--- config.mk ---
export PLATFORM = sky130hd
export DESIGN_NAME = sram_arbiter
export DESIGN_NICKNAME = d
export VERILOG_FILES = /design/src/rtl/sram_arbiter.sv
export SDC_FILE = /design/constraint.sdc
export NUM_CORES = 1
export LEC_CHECK = 0
export CORE_MARGIN = 2
export CORE_UTILIZATION = 40
export CTS_BUF_LIST = sky130_fd_sc_hd__clkbuf_4 sky130_fd_sc_hd__clkbuf_8
export DETAILED_ROUTE_END_ITERATION = 6
export PLACE_DENSITY = 0.85
export SKIP_CTS_REPAIR_TIMING = 1
export SLEW_MARGIN = 15
export SYNTH_ARGS = -nofsm -noshare
export SYNTH_HDL_FRONTEND = slang
export SYNTH_SLANG_ARGS = --single-unit
--- constraint.sdc ---
create_clock -name clk0 -period 2.06 [get_ports clk0]
set_input_delay 0.309 -clock clk0 [delete_from_list [all_inputs] [get_ports clk0]]
set_output_delay 0.309 -clock clk0 [all_outputs]
set_load 0.02 [all_outputs]
--- src/rtl/sram_arbiter.sv ---
// Round-robin arbiter that shares one single-port SRAM between a fetch (read-only) and a data requester.
// Optional partial-write (read-modify-write) support is enabled by defining SRAM_ARB_RMW_EN.
module sram_arbiter #(
  parameter int ADDR_WIDTH = 10,
  parameter int DATA_WIDTH = 32
) (
  input  logic                  clk0,
  input  logic                  rst_n,
  input  logic                  i_req_valid,
  output logic                  i_req_ready,
  input  logic [31:0]           i_req_addr,
  output logic                  i_rsp_valid,
  output logic [DATA_WIDTH-1:0] i_rsp_rdata,
  input  logic                  d_req_valid,
  output logic                  d_req_ready,
  input  logic                  d_req_we,
  input  logic [3:0]            d_req_be,
  input  logic [31:0]           d_req_addr,
  input  logic [DATA_WIDTH-1:0] d_req_wdata,
  output logic                  d_rsp_valid,
  output logic [DATA_WIDTH-1:0] d_rsp_rdata,
  output logic                  csb0,
  output logic                  web0,
  output logic [ADDR_WIDTH-1:0] addr0,
  output logic [DATA_WIDTH-1:0] din0,
  input  logic [DATA_WIDTH-1:0] dout0
);

  typedef enum logic [2:0] {IDLE, WR, RD, RSP, MRG} state_t;

  state_t state;
  logic   last_i;      // 1 when the fetch port won last, so data wins the next conflict
  logic   owner_d_p1;  // in-flight read belongs to the data port

`ifdef SRAM_ARB_RMW_EN
  localparam int LANE_W = DATA_WIDTH / 4;

  logic                  rmw_p1;
  logic [DATA_WIDTH-1:0] wdata_p1;
  logic [3:0]            be_p1;

  function automatic logic [DATA_WIDTH-1:0] byte_merge(
    input logic [DATA_WIDTH-1:0] wdata,
    input logic [DATA_WIDTH-1:0] rdata,
    input logic [3:0]            be
  );
    logic [DATA_WIDTH-1:0] merged;
    merged = rdata;
    for (int k = 0; k < 4; k++)
      if (be[k]) merged[k*LANE_W +: LANE_W] = wdata[k*LANE_W +: LANE_W];
    return merged;
  endfunction

  logic unused_addr_bits;
  assign unused_addr_bits = ^{i_req_addr[31:ADDR_WIDTH+2], i_req_addr[1:0],
                              d_req_addr[31:ADDR_WIDTH+2], d_req_addr[1:0]};
`else
  logic unused_addr_bits;
  assign unused_addr_bits = ^{i_req_addr[31:ADDR_WIDTH+2], i_req_addr[1:0],
                              d_req_addr[31:ADDR_WIDTH+2], d_req_addr[1:0], d_req_be};
`endif

  // Grants are combinational from the valids; suppressed during reset
  always_comb begin
    i_req_ready = 1'b0;
    d_req_ready = 1'b0;
    if (rst_n && state == IDLE) begin
      if (d_req_valid && (!i_req_valid || last_i)) d_req_ready = 1'b1;
      else if (i_req_valid)                         i_req_ready = 1'b1;
    end
  end

  always_ff @(posedge clk0 or negedge rst_n) begin
    if (!rst_n) begin
      state       <= IDLE;
      last_i      <= 1'b1;
      owner_d_p1  <= 1'b0;
      csb0        <= 1'b1;
      web0        <= 1'b1;
      addr0       <= '0;
      din0        <= '0;
      i_rsp_valid <= 1'b0;
      d_rsp_valid <= 1'b0;
      i_rsp_rdata <= '0;
      d_rsp_rdata <= '0;
`ifdef SRAM_ARB_RMW_EN
      rmw_p1      <= 1'b0;
      wdata_p1    <= '0;
      be_p1       <= '0;
`endif
    end else begin
      i_rsp_valid <= 1'b0;
      d_rsp_valid <= 1'b0;
      csb0        <= 1'b1;
      web0        <= 1'b1;
      case (state)
        IDLE: begin
          if (d_req_ready) begin
            last_i     <= 1'b0;
            owner_d_p1 <= 1'b1;
            addr0      <= d_req_addr[ADDR_WIDTH+1:2];
`ifdef SRAM_ARB_RMW_EN
            wdata_p1   <= d_req_wdata;
            be_p1      <= d_req_be;
            rmw_p1     <= d_req_we && d_req_be != 4'b1111 && d_req_be != 4'b0000;
            if (d_req_we && (d_req_be == 4'b1111 || d_req_be == 4'b0000)) begin
              // An empty byte mask still answers but leaves the SRAM untouched
              state       <= WR;
              csb0        <= (d_req_be == 4'b0000);
              web0        <= (d_req_be == 4'b0000);
              din0        <= d_req_wdata;
              d_rsp_valid <= 1'b1;
              d_rsp_rdata <= '0;
            end else begin
              state <= RD;
              csb0  <= 1'b0;
            end
`else
            if (d_req_we) begin
              state       <= WR;
              csb0        <= 1'b0;
              web0        <= 1'b0;
              din0        <= d_req_wdata;
              d_rsp_valid <= 1'b1;
              d_rsp_rdata <= '0;
            end else begin
              state <= RD;
              csb0  <= 1'b0;
            end
`endif
          end else if (i_req_ready) begin
            last_i     <= 1'b1;
            owner_d_p1 <= 1'b0;
            addr0      <= i_req_addr[ADDR_WIDTH+1:2];
            state      <= RD;
            csb0       <= 1'b0;
`ifdef SRAM_ARB_RMW_EN
            rmw_p1     <= 1'b0;
`endif
          end
        end
        RD: begin
`ifdef SRAM_ARB_RMW_EN
          if (rmw_p1) begin
            state       <= MRG;
            csb0        <= 1'b0;
            web0        <= 1'b0;
            din0        <= byte_merge(wdata_p1, dout0, be_p1);
            d_rsp_valid <= 1'b1;
            d_rsp_rdata <= '0;
          end else begin
            state <= RSP;
            if (owner_d_p1) begin
              d_rsp_valid <= 1'b1;
              d_rsp_rdata <= dout0;
            end else begin
              i_rsp_valid <= 1'b1;
              i_rsp_rdata <= dout0;
            end
          end
`else
          state <= RSP;
          if (owner_d_p1) begin
            d_rsp_valid <= 1'b1;
            d_rsp_rdata <= dout0;
          end else begin
            i_rsp_valid <= 1'b1;
            i_rsp_rdata <= dout0;
          end
`endif
        end
        WR, RSP, MRG: state <= IDLE;
        default:      state <= IDLE;
      endcase
    end
  end

endmodule

Word-level counts from Yosys, hierarchy flattened
Cells that the tools add are included.
{ "totals": {"ff_bits": 115, "word_cells": 59, "out_inout_bits": 112, "inputBits": 137} }
{ "op_classes": {"muxes": 31, "n_eq_ne": 5, "bitwise": 1, "n_reduce_logical": 11} }
{ "ops": {"columns": ["op", "count"], "rows": [
  ["32-bit two-way mux", 3],
  ["32-bit case mux with 2 select lines", 1],
  ["1-bit two-way mux", 20],
  ["10-bit two-way mux", 2],
  ["3-bit two-way mux", 2],
  ["2-bit inequality test (second input constant)", 3],
  ["3-bit case mux with 2 select lines", 1],
  ["2-bit AND reduction", 2],
  ["4-bit AND reduction", 1],
  ["2-bit nonzero test", 2],
  ["3-bit by 2-bit equality test with 1-bit output (second input constant)", 1],
  ["3-bit logical NOT", 1],
  ["3-bit inequality test (second input constant)", 1],
  ["3-bit AND reduction", 1],
  ["1-bit logical AND", 2],
  ["2-bit two-way mux", 1],
  ["1-bit case mux with 2 select lines", 1],
  ["1-bit logical NOT", 1],
  ["1-bit logical OR", 1],
  ["1-bit inverter", 1]
]} }

Logic depth before layout (Yosys ltp)
Gate-level depths: netlist (run 1).
{ "logic_depth": {"word_depth": 8, "mapped_depth": 6, "mapped_depth_nobuf": 4} }

Least setup slack after synthesis (run 1)
Ideal clock, no wire load.
{ "synth_timing": {"kind": "register to register", "from": "register state[1]", "to": "register din0[10]", "setup_time_ns": 0.127, "path_stages_with_launch": 6, "t_required_ns": 1.933, "arrival_time_ns": 1.560, "n_path_buf": 2, "slack_ns": 0.373, "period_less_slack_ns": 1.687, "path_cell_list": "dfrtp_1 > nor3b_4 > and4_1 > buf_4 > buf_6 > mux2_1"} }
{ "synth_via": {"elab_chain_len": 4} }
{ "synth_rtl": {"columns": ["element", "line_no", "text"], "rows": [
  ["from (decl)", "31", "state_t state;"],
  ["from (signal assigned)", "75", "state <= IDLE;"],
  ["from (signal assigned)", "120", "state <= WR;"],
  ["from (signal assigned)", "127", "state <= RD;"],
  ["3-bit logical NOT *", "67, 96", null],
  ["1-bit logical AND", "67", "if (rst_n && state == IDLE) begin"],
  ["1-bit two-way mux", "67", null],
  ["3-bit AND reduction (no source line) *", null, null],
  ["to (signal assigned)", "123", "din0 <= d_req_wdata;"],
  ["to (decl)", "25", "output logic [DATA_WIDTH-1:0] din0,"]
]} }
Every way passes the cells marked *; elsewhere a longest branch is shown, timed or not.
A chain may end at the register's enable or synchronous reset.

Final worst setup path (run 1)
{ "layout_timing": {"from": "register state[1]", "to": "register din0[21]"} }
Same word-level chain as after synthesis.

==> impl_results.md, run 1 <==
* Total power at 11.5 mW
* Yosys cell types at 29
* Final worst-path cycle share at 94.7%
* Post-DP HPWL at 8730 um
* WP data required at 2340 ps
* Synth Instances at 371
* IO Count at 249
* IO buf count at 200
* Max-slew violations at 0
* Max stage delay on crit path at 440 ps
* Relative slew slack at 38.2%
* Unrepaired setup endpoints after global routing: no
* Reg area at 2860 um^2
* DRC at 0
* Cell family with most CP delay: simple AND/OR/NAND/NOR gates
* Total Wirelength at 12400 um
* Fillers at 824
* Routed vias/inst at 4.92
* # rows at 38
* Crit path arrival time at 2230 ps
* Setup violators final at 0
* Mapped Avg Cell Area at 12.2 um^2
* Multi-input logic area at 1520 um^2
* DP Worst Slack at 22.3 ps
* Most frequent cell after synthesis: dfrtp_1
* Initial antenna violation count at 0
* Die area at 12200 um^2
* CTS Root Cell: clkbuf_8
* CP max FO at 34
* FF-to-FF setup slack at 110 ps
* Fin nets at 724
* Hold Path Class: input pin to asynchronous set/reset pin
* First drt pass iteration count at 4
* Max VDD drop at 739 uV
* GRT Resource Usage Total at 20.4%
* Share of cells above drive strength 1 at 16.2%
* Slowest CP cell: dfrtp_1
* EDFF count, synth at 0
* Leak at 3.10 nW
* Synth Net Count at 508
* Top cell type's share of synthesized area at 61.2%
* Final TNS setup at 0 ps
* Top cells by area, synth: dfrtp_1 (61%), mux2_2 (9.4%), mux2_1 (6.4%), nand2_1 (6.3%), o21ai_0 (3.6%)
* Ordered cell list for the critical path: nor3b_4, buf_4, and4_2, buf_12, mux2_1
* Drt initial violations at 139
* Number of global-route vias before repair at 3915
* Fin crit period at 1950 ps
* Clock sink count at 114
* Worst setup SP type: register
* Finished Cell Area at 7240 um^2
* Synth Flop Type: dfrtp_1
* Final worst slack at 110 ps
* Clock transition at path regs at 70 ps
* Top cells by count, synth: dfrtp_1 (111), nand2_1 (76), mux2_2 (38), o21ai_0 (33), mux2_1 (26)
* Worst R2R Path Depth at 5
* RR Endpoint: din0[21]
* Netlist Area Pre-Place at 4540 um^2
* GP Congestion at 0.753
* Worst-Margin Slew at 927 ps
* Die H at 111 um
* Initial core utilization at 41.5%
* Clock skew at 11.0 ps
* Post-route ant nets at 0
* Worst setup EP type: register
* Area leader, netlist: dfrtp_1
* Fmax at 0.513 GHz
* Syn-to-layout area delta at 59.4%
* Clk buf depth at 2
* CP bufs+invs at 2
* Final Hold Fails at 0
* CTS buffer count at 17
* Area post-placement at 6780 um^2
* Run status: completed
* Hold_ws at 477 ps
* Clock Latency Late Sink at 410 ps
* Fraction of registers with async set/reset at 100%
* Crit Path Class: register to register
* First-pass GRT wire length at 20000 um
* Vias at 3644
* Core area at 10900 um^2
* CTS tree: built
* Pwr Density at 1600 nW/um^2
* Chip width at 111 um
* Routed WL per cell at 16.7 um
* Max_cap viols at 0
* H-tree depth at 4
* Sequential area share after synthesis at 62.9%
* Worst r2r src: state[1]
* Post-synthesis register bit count at 114
* Ys Warns at 0
* Ant diodes at 0
* Largest net degree at the start of global routing at 75
* GR Overflow Total at 0
[stage by stage]
step                      util, %  std cells
after floorplan                 -        371
after global placement       61.8        703
after detailed placement     62.0        704
after CTS                    65.8        736
after global routing         66.2        740
final                        66.2        740
[sequential cells by signal, summed over array words and instances, names as in the netlist]
| name | flops |
|---|---|
| d_rsp_rdata | 32 |
| din0 | 32 |
| i_rsp_rdata | 32 |
| addr0 | 10 |
| state | 2 |
| csb0 | 1 |
| d_rsp_valid | 1 |
| i_rsp_valid | 1 |
| last_i | 1 |
| owner_d_p1 | 1 |
| web0 | 1 |
[per-layer routing]
| layer | routed length (um) | track usage, % |
|---|---|---|
| met1 | 5170 | 25.1 |
| met2 | 6110 | 33.8 |
| met3 | 912 | 7.19 |
| met4 | 157 | 6.17 |
| met5 | 0 | 0 |
[cell type report]
type / count / area share [%]
inverter: 13 / 0.674
multi-input combinational: 219 / 21.0
timing repair buffer: 222 / 30.7
tap: 140 / 2.42
sequential: 114 / 39.5
clock buffer: 23 / 4.29
clock inverter: 9 / 1.42
[where the power goes]
part           leakage [nW]  total [mW]  internal [mW]  switching [mW]
registers              1.37        3.90           3.32           0.577
logic                  1.52        5.54           2.83            2.71
clock network         0.207        2.11           1.24           0.866
[worst register-to-register path, cell delays in order (launching register included)]
cell and delay, ps:
dfrtp_1 440, nor3b_4 290, buf_4 220, and4_2 270, buf_12 220, mux2_1 380
[worst max path at each step]
stage,from,to,slack (ps),cells past startpoint
2_1_floorplan,state[1],din0[10],370,5
3_3_place_gp,i_req_valid,d_req_ready,40,4
3_5_place_dp,d_req_valid,owner_d_p1,20,6
4_1_cts,state[1],d_req_ready,-280,3
5_1_grt,state[1],state[0],10,7
6_report,state[1],din0[21],110,5
[cell families (layout without fill, tap and decap cells)]
logic type             after synthesis  in the layout  share of synthesized area [%]
and+or+nand+nor                     89             89                           8.38
DFF                                114            114                           62.9
buffers and inverters               38            267                           3.83
AOI/OAI and AO/OA                   66             66                           8.99
muxes                               64             64                           15.9
[cell usage in the layout, fill, tap and decap left out, types with 2 or more instances in the layout]
cell type / synthesis / layout
a21oi_1: 2 / 2
nand2_1: 76 / 76
o22a_1: 10 / 10
nand2b_1: 2 / 2
dlygate4sd3_1: 0 / 4
buf_4: 1 / 15
o21ai_0: 33 / 33
inv_1: 12 / 12
clkbuf_8: 0 / 22
clkinvlp_4: 0 / 3
buf_12: 0 / 3
clkinv_2: 0 / 4
mux2_1: 26 / 26
dlymetal6s2s_1: 0 / 2
dfrtp_1: 111 / 111
and3_1: 2 / 2
bufinv_16: 0 / 2
mux2_2: 38 / 38
dfstp_2: 3 / 3
o211ai_1: 10 / 10
a31oi_1: 10 / 10
clkdlybuf4s50_1: 0 / 197
Power figures use the tool's default switching activity.
==> run 2, diff against run 1 <==
--- a/config.mk
+++ b/config.mk
@@ -5,13 +5,13 @@
 export SDC_FILE = /design/constraint.sdc
 export NUM_CORES = 1
 export LEC_CHECK = 0
-export CORE_MARGIN = 2
+export CORE_MARGIN = 1
 export CORE_UTILIZATION = 40
 export CTS_BUF_LIST = sky130_fd_sc_hd__clkbuf_4 sky130_fd_sc_hd__clkbuf_8
 export DETAILED_ROUTE_END_ITERATION = 6
 export PLACE_DENSITY = 0.85
 export SKIP_CTS_REPAIR_TIMING = 1
-export SLEW_MARGIN = 15
+export SLEW_MARGIN = 20
 export SYNTH_ARGS = -nofsm -noshare
 export SYNTH_HDL_FRONTEND = slang
 export SYNTH_SLANG_ARGS = --single-unit
==> impl_results.md, run 2 (synthesis results as in run 1) <==
* DRC at 0 (unchanged)
* Ordered cell list for the critical path: nor3b_4, and3_1, dlymetal6s2s_1
* Clock Latency Late Sink at 410 ps (about the same)
* Unrepaired setup endpoints after global routing: no
* Max VDD drop at 805 uV (+8.9%)
* CTS buffer count at 17 (unchanged)
* GR Overflow Total at 0 (unchanged)
* Drt initial violations at 102 (-27%)
* GRT Resource Usage Total at 20.8% (+0.44 points)
* Die H at 109 um (-1.8%)
* Total power at 11.7 mW (+1.0%)
* IO buf count at 200 (unchanged)
* Post-route insts no fill at 732 (-1.1%)
* Die area at 11800 um^2 (-3.6%)
* H-tree depth at 4 (unchanged)
* # rows at 38 (unchanged)
* Fin nets at 716 (-1.1%)
* Total Wirelength at 11700 um (-5.5%)
* Pwr Density at 1620 nW/um^2 (+1.7%)
* Final worst-path cycle share at 90.6% (-4.1 points)
* Biggest regs: d_rsp_rdata x32, din0 x32, i_rsp_rdata x32
* Routed WL per cell at 16.0 um (-4.4%)
* Worst setup EP type: output pin
* Crit path arrival time at 1560 ps (-670 ps)
* Relative slew slack at 49.9% (+12 points)
* Max stage delay on crit path at 440 ps (about the same)
* Number of global-route vias before repair at 3751 (-4.2%)
* Core area at 10900 um^2 (unchanged)
* Initial core utilization at 41.5% (unchanged)
* Ant diodes at 0 (unchanged)
* Cell family with most CP delay: simple AND/OR/NAND/NOR gates
* Setup violators final at 0 (unchanged)
* Worst setup SP type: register
* Post-route ant nets at 0 (unchanged)
* Routed vias/inst at 4.97 (+1.0%)
* Commonest non-fill, non-tap cell in the layout: clkdlybuf4s50_1
* First drt pass iteration count at 5 (+1)
* Clk buf depth at 2 (unchanged)
* IO Count at 249 (unchanged)
* CP max FO at 5 (-85%)
* Run status: completed
* Vias at 3641 (-0.082%)
* Most frequent cells in the layout: clkdlybuf4s50_1 (197), dfrtp_1 (111), nand2_1 (76)
* CP bufs+invs at 1 (-1)
* Fmax at 0.536 GHz (+4.5%)
* Hold Path Class: input pin to asynchronous set/reset pin
* Placed Cells at 700 (-0.57%)
* Largest net degree at the start of global routing at 60 (-20%)
* Fin crit period at 1870 ps (-83.5 ps)
* Worst r2r src: state[1]
* Final Hold Fails at 0 (unchanged)
* Clock sink count at 114 (unchanged)
* Max_cap viols at 0 (unchanged)
* GP Congestion at 0.786 (+4.3%)
* Clock transition at path regs at 80 ps (about the same)
* Slowest CP cell: dfrtp_1
* Initial antenna violation count at 0 (unchanged)
* FF-to-FF setup slack at 210 ps (+100 ps)
* Clock skew at 16.4 ps (+5.35 ps)
* First-pass GRT wire length at 18700 um (-6.5%)
* Chip width at 109 um (-1.8%)
* CTS tree: built
* CTS Root Cell: clkbuf_8
* Fillers at 833 (+1.1%)
* Syn-to-layout area delta at 58.3%
* Worst-Margin Slew at 751 ps (-175 ps)
* WP data required at 1750 ps (-590 ps)
* Crit Path Class: register to output pin
* Share of cells above drive strength 1 at 15.7% (-0.46 points)
* Post-DP HPWL at 8440 um (-3.3%)
* RR Endpoint: owner_d_p1
* Max-slew violations at 0 (unchanged)
* Worst R2R Path Depth at 5 (unchanged)
* Leak at 3.08 nW (-0.60%)
## run 2: changes by cell type in the layout (fill, tap and decap cells not counted), moves of 2 or more
| cell | previous run | this run |
|---|---|---|
| clkinvlp_4 | 3 | 1 |
| clkbuf_4 | 1 | 3 |
| dlygate4sd3_1 | 4 | 0 |
| clkbuf_8 | 22 | 19 |
| bufinv_16 | 2 | 4 |
| buf_4 | 15 | 12 |
## run 2: through the flow
| stage | hold WS, ps | setup TNS, ps | cell area, um^2 | utilization [%] | setup WS (ps) |
|---|---|---|---|---|---|
| 2_1_floorplan | 13.4 | 0 | 4540 | - | 373 |
| 3_3_place_gp | 466 | 0 | 6740 | 61.6 | 41.4 |
| 3_5_place_dp | 475 | 0 | 6740 | 61.6 | 3.78 |
| 4_1_cts | 86.9 | -385 | 7180 | 65.7 | -226 |
| 5_1_grt | 122 | 0 | 7190 | 65.7 | 95.0 |
| 6_report | 80.5 | 0 | 7190 | 65.7 | 194 |
## run 2: worst max path at each step
stage                     cells after the start           to  slack [ps]         from
after floorplan                               5     din0[10]         370     state[1]
after detailed placement                      6   owner_d_p1           4  d_req_valid
final                                         3  d_req_ready         190     state[1]
after global placement                        6   owner_d_p1          40  d_req_valid
after global routing                          5   owner_d_p1          90     state[1]
after CTS                                     3  d_req_ready        -230     state[1]
## run 2: where the power goes
part           internal [mW]  switching (mW)
Clock                   1.42           0.865
Combinational           2.80            2.67
Sequential              3.32           0.584
## run 2: area by class of cell
class                      instances  area [um^2]  share of cell area, %
clock inverter                    10          156                   2.18
multi-input combinational        219         1520                   21.1
clock buffer                      22          284                   3.95
inverter                          13         48.8                  0.679
tap                              140          175                   2.44
sequential                       114         2860                   39.8
timing repair buffer             214         2150                   29.9
## run 2: metal layers
metal,share of wire (%),global-route usage [%]
met5,0,0
met4,1.2,6.47
met3,7.3,6.45
met2,51,35.8
met1,41,24.9
